$ cat src/rtl/uart_pkg.sv
// Shared definitions for the RS232 echo path: ASCII control codes, the echo
// FSM state type and a saturating byte counter helper.
package uart_pkg;

   localparam logic [7:0] ASCII_CR = 8'h0D;
   localparam logic [7:0] ASCII_LF = 8'h0A;

   typedef enum logic [1:0] {
      IDLE    = 2'd0,
      GUARD   = 2'd1,
      LF_WAIT = 2'd2
   } echo_state_t;

   function automatic logic [7:0] sat_inc8(input logic [7:0] value);
      return (value == 8'hFF) ? value : value + 8'd1;
   endfunction

endpackage

$ cat src/rtl/uart_echo_buffer_if.sv
// Receiver/transmitter handshake bundle between the RS232 core and the echo
// buffer. The RS232 side uses the master modport, the echo buffer the slave.
interface uart_echo_buffer_if #(
   parameter int DATA_WIDTH = 8
);

   // rx_valid: one-cycle pulse per received word, rx_data valid in that cycle,
   // no backpressure. tx_en: one-cycle strobe issued only after tx_ready was
   // seen high; tx_data is held from the strobe until the next strobe.
   logic [DATA_WIDTH-1:0] rx_data;
   logic                  rx_valid;
   logic                  tx_ready;
   logic [DATA_WIDTH-1:0] tx_data;
   logic                  tx_en;

   modport master (
      output rx_data,
      output rx_valid,
      output tx_ready,
      input  tx_data,
      input  tx_en
   );

   modport slave (
      input  rx_data,
      input  rx_valid,
      input  tx_ready,
      output tx_data,
      output tx_en
   );

endinterface

$ cat src/rtl/sync_fifo.sv
// Single-clock FIFO with a wrap bit on each pointer so full and empty are
// distinguishable; head word is presented combinationally on data_out.
module sync_fifo #(
   parameter int DATA_WIDTH = 8,
   parameter int DEPTH      = 16
) (
   input  logic                    clk,
   input  logic                    rst,
   input  logic                    push,
   input  logic                    pop,
   input  logic [DATA_WIDTH-1:0]   data_in,
   output logic [DATA_WIDTH-1:0]   data_out,
   output logic                    full,
   output logic                    empty,
   output logic [$clog2(DEPTH):0]  level
);

   localparam int AW = $clog2(DEPTH);
   localparam logic [AW:0] PTR_ONE = 1;

   logic [AW:0]           wr_ptr;
   logic [AW:0]           rd_ptr;
   logic [DATA_WIDTH-1:0] mem [DEPTH];
   logic                  pop_ok;
   logic                  push_ok;

   // A push into a full FIFO is legal only when the head leaves in the same cycle.
   assign pop_ok  = pop && !empty;
   assign push_ok = push && (!full || pop_ok);

   always_ff @(posedge clk or negedge rst) begin
      if (!rst) begin
         wr_ptr <= '0;
         rd_ptr <= '0;
      end else begin
         if (push_ok) wr_ptr <= wr_ptr + PTR_ONE;
         if (pop_ok)  rd_ptr <= rd_ptr + PTR_ONE;
      end
   end

   always_ff @(posedge clk) begin
      if (push_ok) mem[wr_ptr[AW-1:0]] <= data_in;
   end

   assign data_out = mem[rd_ptr[AW-1:0]];
   assign empty    = (wr_ptr == rd_ptr);
   assign full     = (wr_ptr[AW-1:0] == rd_ptr[AW-1:0]) && (wr_ptr[AW] != rd_ptr[AW]);
   assign level    = wr_ptr - rd_ptr;

endmodule

$ cat src/rtl/uart_echo_buffer.sv
// Echoes received words back to the transmitter through a FIFO, optionally
// expanding CR into CR LF, and tracks words lost to a full FIFO.
module uart_echo_buffer
   import uart_pkg::*;
#(
   parameter int DATA_WIDTH = 8,
   parameter int DEPTH      = 16,
   parameter int CRLF_EN    = 1
) (
   input  logic                    clk,
   input  logic                    rst,
   uart_echo_buffer_if.slave       bus,
   input  logic                    crlf_mode,
   input  logic                    overflow_clr,
   output logic [$clog2(DEPTH):0]  fifo_level,
   output logic                    overflow,
   output logic [7:0]              drop_count,
   output echo_state_t             state
);

   localparam bit CRLF_OK = (CRLF_EN != 0) && (DATA_WIDTH == 8);
   localparam logic [DATA_WIDTH-1:0] CR_WORD = DATA_WIDTH'(ASCII_CR);
   localparam logic [DATA_WIDTH-1:0] LF_WORD = DATA_WIDTH'(ASCII_LF);

   echo_state_t           state_q;
   echo_state_t           state_d;
   logic                  tx_en_q;
   logic                  tx_en_d;
   logic [DATA_WIDTH-1:0] tx_data_q;
   logic [DATA_WIDTH-1:0] tx_data_d;
   logic                  lf_pending_q;
   logic                  lf_pending_d;
   logic                  crlf_active;

   logic                  push;
   logic                  pop;
   logic                  full;
   logic                  empty;
   logic                  drop;
   logic [DATA_WIDTH-1:0] head;

   assign crlf_active = CRLF_OK && crlf_mode;
   assign push        = bus.rx_valid && (!full || pop);
   assign drop        = bus.rx_valid && full && !pop;

   sync_fifo #(
      .DATA_WIDTH (DATA_WIDTH),
      .DEPTH      (DEPTH)
   ) u_fifo (
      .clk      (clk),
      .rst      (rst),
      .push     (push),
      .pop      (pop),
      .data_in  (bus.rx_data),
      .data_out (head),
      .full     (full),
      .empty    (empty),
      .level    (fifo_level)
   );

   // crlf_mode is only looked at when a word is popped; LF_WAIT completes regardless.
   always_comb begin
      state_d      = state_q;
      tx_en_d      = 1'b0;
      tx_data_d    = tx_data_q;
      lf_pending_d = lf_pending_q;
      pop          = 1'b0;
      unique case (state_q)
         IDLE: begin
            if (!empty && bus.tx_ready) begin
               pop          = 1'b1;
               tx_data_d    = head;
               tx_en_d      = 1'b1;
               lf_pending_d = crlf_active && (head == CR_WORD);
               state_d      = GUARD;
            end
         end
         GUARD: begin
            state_d = lf_pending_q ? LF_WAIT : IDLE;
         end
         LF_WAIT: begin
            if (bus.tx_ready) begin
               tx_data_d    = LF_WORD;
               tx_en_d      = 1'b1;
               lf_pending_d = 1'b0;
               state_d      = GUARD;
            end
         end
         default: begin
            state_d = IDLE;
         end
      endcase
   end

   always_ff @(posedge clk or negedge rst) begin
      if (!rst) begin
         state_q      <= IDLE;
         tx_en_q      <= 1'b0;
         tx_data_q    <= '0;
         lf_pending_q <= 1'b0;
      end else begin
         state_q      <= state_d;
         tx_en_q      <= tx_en_d;
         tx_data_q    <= tx_data_d;
         lf_pending_q <= lf_pending_d;
      end
   end

   // A clear wins over a drop in the same cycle, so that drop is never counted.
   always_ff @(posedge clk or negedge rst) begin
      if (!rst) begin
         overflow   <= 1'b0;
         drop_count <= 8'd0;
      end else if (overflow_clr) begin
         overflow   <= 1'b0;
         drop_count <= 8'd0;
      end else if (drop) begin
         overflow   <= 1'b1;
         drop_count <= sat_inc8(drop_count);
      end
   end

   assign bus.tx_en   = tx_en_q;
   assign bus.tx_data = tx_data_q;
   assign state       = state_q;

endmodule

$ cat src/flat_wrapper.sv
// flat-port wrapper written by rule: the top's interface ports become plain ports
module uart_echo_buffer_flat import uart_pkg::*;
#(
   parameter int DATA_WIDTH = 8,
   parameter int DEPTH      = 16,
   parameter int CRLF_EN    = 1
)
  (clk, rst, crlf_mode, overflow_clr, fifo_level, overflow, drop_count, state, bus_rx_data, bus_rx_valid, bus_tx_ready, bus_tx_data, bus_tx_en);
  uart_echo_buffer_if #(.DATA_WIDTH(DATA_WIDTH)) bus_i ();
  input  logic clk;
  input  logic rst;
  input  logic crlf_mode;
  input  logic overflow_clr;
  output logic [$clog2(DEPTH):0] fifo_level;
  output logic overflow;
  output logic [7:0] drop_count;
  output echo_state_t state;
  input wire logic [$bits(bus_i.rx_data)-1:0] bus_rx_data;
  input wire logic [$bits(bus_i.rx_valid)-1:0] bus_rx_valid;
  input wire logic [$bits(bus_i.tx_ready)-1:0] bus_tx_ready;
  output wire logic [$bits(bus_i.tx_data)-1:0] bus_tx_data;
  output wire logic [$bits(bus_i.tx_en)-1:0] bus_tx_en;
  assign bus_i.rx_data = bus_rx_data;
  assign bus_i.rx_valid = bus_rx_valid;
  assign bus_i.tx_ready = bus_tx_ready;
  assign bus_tx_data = bus_i.tx_data;
  assign bus_tx_en = bus_i.tx_en;
  uart_echo_buffer #(.DATA_WIDTH(DATA_WIDTH), .DEPTH(DEPTH), .CRLF_EN(CRLF_EN)) u_core (.clk(clk), .rst(rst), .bus(bus_i), .crlf_mode(crlf_mode), .overflow_clr(overflow_clr), .fifo_level(fifo_level), .overflow(overflow), .drop_count(drop_count), .state(state));
endmodule
$ cat config.mk
export PLATFORM = sky130hd
export DESIGN_NAME = uart_echo_buffer_flat
export DESIGN_NICKNAME = d
export VERILOG_FILES = /design/src/rtl/uart_pkg.sv /design/src/rtl/uart_echo_buffer_if.sv /design/src/rtl/sync_fifo.sv /design/src/rtl/uart_echo_buffer.sv /design/src/flat_wrapper.sv
export SDC_FILE = /design/constraint.sdc
export NUM_CORES = 1
export LEC_CHECK = 0
export CAP_MARGIN = 25
export CORE_ASPECT_RATIO = 1.75
export CORE_MARGIN = 2
export CORE_UTILIZATION = 35
export CTS_CLUSTER_SIZE = 20
export DETAILED_ROUTE_END_ITERATION = 7
export SLEW_MARGIN = 20
export SYNTH_ARGS = -nofsm -noshare
export SYNTH_HDL_FRONTEND = slang
export SYNTH_SLANG_ARGS = --single-unit
$ cat constraint.sdc
create_clock -name clk -period 3.3 [get_ports clk]
set_input_delay 0.33 -clock clk [delete_from_list [all_inputs] [get_ports clk]]
set_output_delay 0.33 -clock clk [all_outputs]
set_load 0.01 [all_outputs]
==> flow_summary.toml <==
[worst_setup_path]
worst_r2r_path_depth = 7
slowest_delay_ns = 0.67
crit-reg2reg-launch = "u_core.u_fifo.rd_ptr[3]$_DFFE_PN0P_"
start_kind = "flip-flop"
critical_path.top_delay_family = "flip-flops"
worstSetupPathDepth = 7
critical_path.cell_chain = "ha_1 -> fa_1 -> inv_1 -> a21o_1 -> a21oi_1 -> xnor2_1 -> clkdlybuf4s50_1"
setup.worst_path.class = "flip-flop to output port"
path_max_fanout = 14
worst-endpoint-arrival_ns = 2.74
ff2ff_setup_slack_ns = 0.36
endpoint_kind = "output port"
standard_cell_with_the_maximum_stage_delay_on_the_critical_path = "dfrtp_2"
cp_num_buf_inv = 2
required_ns = 2.97
r2r_end = "u_core.u_fifo.mem[8][5]$_DFFE_PP_"

[finish]
seqCellArea_um2 = 4621
final_util_pct = 42.21
layout.nets = 458
area_delta_synth_final_pct = 19.31
final_design_area_no_fill_um2 = 7807
commonest_non_fill_non_tap_cells_in_the_layout = "edfxtp_1 (128), clkdlybuf4s50_1 (38), dfrtp_1 (30)"
layout.cells.most_common = "edfxtp_1"
multi_input_area_um2 = 1805
layout-drive-gt1-share_pct = 16.03
antenna_cells = 0
num-fill-cells = 1657
post_layout_nonfiller_instances = 681

[power_and_ir_drop]
power_total_mw = 6.993
ratio_of_total_power_to_cell_area_nw_per_um2 = 895.7
power.ir.vdd_worst_mv = 0.5624
power_leakage_nw = 2.729

[detailed_routing]
wirelength_um = 14940
top_layer_used = "met4"
drt_first_pass_iters = 4
remaining_drc_errors = 0
detail_route.wirelength.met1_um = 5166
detail_route.vias_per_cell = 5.043
detail_route.wl_per_cell_um = 21.94
vias = 3434
initialDrtViolationCount = 198
met2WireLength_um = 8936
route.antenna.remaining_nets = 0
met3RoutedLength_um = 359

[clock_tree]
cts_setup_buffers = 0
cts_hold_buf = 0
clk_pin_slew_worst_paths_ns = 0.06
cts_resized = 0
cts_made_buffers = 17
clock_buffer_depth = 2
level_count_of_the_clock_h_tree = 4
clock_insertion_delay_worst_skew_ns = 0.42
clock-sinks = 159
cts-root-buf = "clkbuf_16"
tritoncts = "built"

[placed_design]
dpl.hpwl_um = 11000
postPlaceCellArea_um2 = 7237
numPortBuffers = 38
pre_cts_ws_ns = 0.4097
placed_instances = 652
gp_congestion = 0.7914

[sta]
hold_slack_ns = 0.2974
worstMarginPinSlew_ns = 0.6973
layout_min_cycle_time_ns = 3.068
grt_setup_unrepaired = "no"
finalSetupViolCount = 0
finalClockSkew_ns = 0.009395
drv_slew = 0
timing.setup.tns_ns = 0
final-hold-violation-count = 0
setup_ws_ns = 0.2321
final.period_utilization_pct = 92.97
timing.slew.headroom_pct = 53.36
max_freq_mhz = 326.0

[job]
max-cap-violations = 0

[synthesis]
ys_ff_latch = 159
synthesis.area_um2 = 6544
synth_async_sr_flop_share_pct = 19.50
synth_edf_count = 128
synth_area_leaders = "edfxtp_1 (59%), dfrtp_1 (12%), mux4_2 (10%)"
postSynthCellCount = 380
syn_area_per_cell_um2 = 17.22
yosysWarningCount = 0
synth_nets = 405
synth_largest_area_cell = "edfxtp_1"
yosys.cell_types.count = 44
top_ff_cell_synth = "edfxtp_1"
post_synthesis_sequential_area_ratio_pct = 70.59
yosysTopAreaCellShare_pct = 58.74

[global_route]
vias_in_the_first_global_route = 3738
grt_antenna_before_repair = 0
grt_start_max_net_pins = 32
grt-ovfl-total = 0
grt_pass1_wl_um = 22370
groute.usage.overall_pct = 16.00

[die]
floorplan.core_area_um2 = 18500
die-width_um = 107.4
fp.dieArea_um2 = 19850
placement_rows = 66
initial_core_util_pct = 35.38
ios = 39
die_height_um = 184.9

[hold_path]
hold_path.class = "primary input to async pin"

[run_status]
result_of_the_run = "finished, final reports clean"
[synth_stat cells, drive strengths merged, types with 2 or more instances]
library cell	number
edfxtp	128
dfrtp	31
mux4	29
nand2	23
and2	18
xnor2	17
mux2i	15
inv	13
nor2	12
nand3	11
ha	10
buf	8
a21oi	7
a22oi	7
clkbuf	5
nor2b	5
o21ai	5
nand4	4
a22o	3
nor4	3
xor2	3
a21o	2
nand2b	2
nor3	2
nor3b	2
o22a	2
[registers in the layout, summed over array words and instances (netlist names), 2 cells and up]
register / flops
u_core.u_fifo.mem: 128
u_core.bus.tx_data: 8
u_core.drop_count: 8
u_core.u_fifo.rd_ptr: 5
u_core.u_fifo.wr_ptr: 5
u_core.state: 2
[report_power, final]
| part | total (mW) | leakage, nW | switching, mW | internal (mW) |
|---|---|---|---|---|
| combinational | 2.41 | 0.904 | 1.26 | 1.15 |
| sequential | 2.67 | 1.55 | 0.209 | 2.46 |
| clock | 1.91 | 0.274 | 0.746 | 1.17 |
[kinds of logic (layout without fill, tap and decap cells)]
family	Yosys count	count (layout)	synth area share (%)
mux	45	45	12.45
simple gates	87	87	6.941
fa+ha+maj	11	11	2.218
flops	159	159	70.59
xor+xnor	20	20	2.677
compound gates	31	31	3.308
buf+inv	27	90	1.816
[layout make-up]
cell class / count / area share, %
flip-flops and latches: 159 / 59.18
clock buffers: 17 / 5.449
well taps: 238 / 3.814
clock inverters: 12 / 1.859
repair buffers: 47 / 5.897
inverters: 14 / 0.6731
multi-input cells: 194 / 23.12
[worst max-delay path by stage]
| stage | startpoint | end | slack, ns |
|---|---|---|---|
| after detailed placement | u_core.u_fifo.rd_ptr[3]$_DFFE_PN0P_ | u_core.u_fifo.mem[8][1]$_DFFE_PP_ | 0.41 |
| after CTS | u_core.u_fifo.rd_ptr[0]$_DFFE_PN0P_ | fifo_level[4] | 0.18 |
| final | u_core.u_fifo.rd_ptr[0]$_DFFE_PN0P_ | fifo_level[4] | 0.23 |
| after global placement | u_core.u_fifo.rd_ptr[3]$_DFFE_PN0P_ | u_core.u_fifo.mem[14][5]$_DFFE_PP_ | 0.49 |
| after floorplan | u_core.u_fifo.rd_ptr[3]$_DFFE_PN0P_ | u_core.u_fifo.mem[15][0]$_DFFE_PP_ | 0.54 |
| after global routing | u_core.u_fifo.rd_ptr[0]$_DFFE_PN0P_ | fifo_level[4] | 0.08 |
[routing by layer]
metal	vias up	global-route usage [%]
met5	-	0
met4	0	7.846
met3	18	3.026
met2	83	31.90
met1	1766	15.06
li1	1567	-
(Power assumes the default switching activity.)
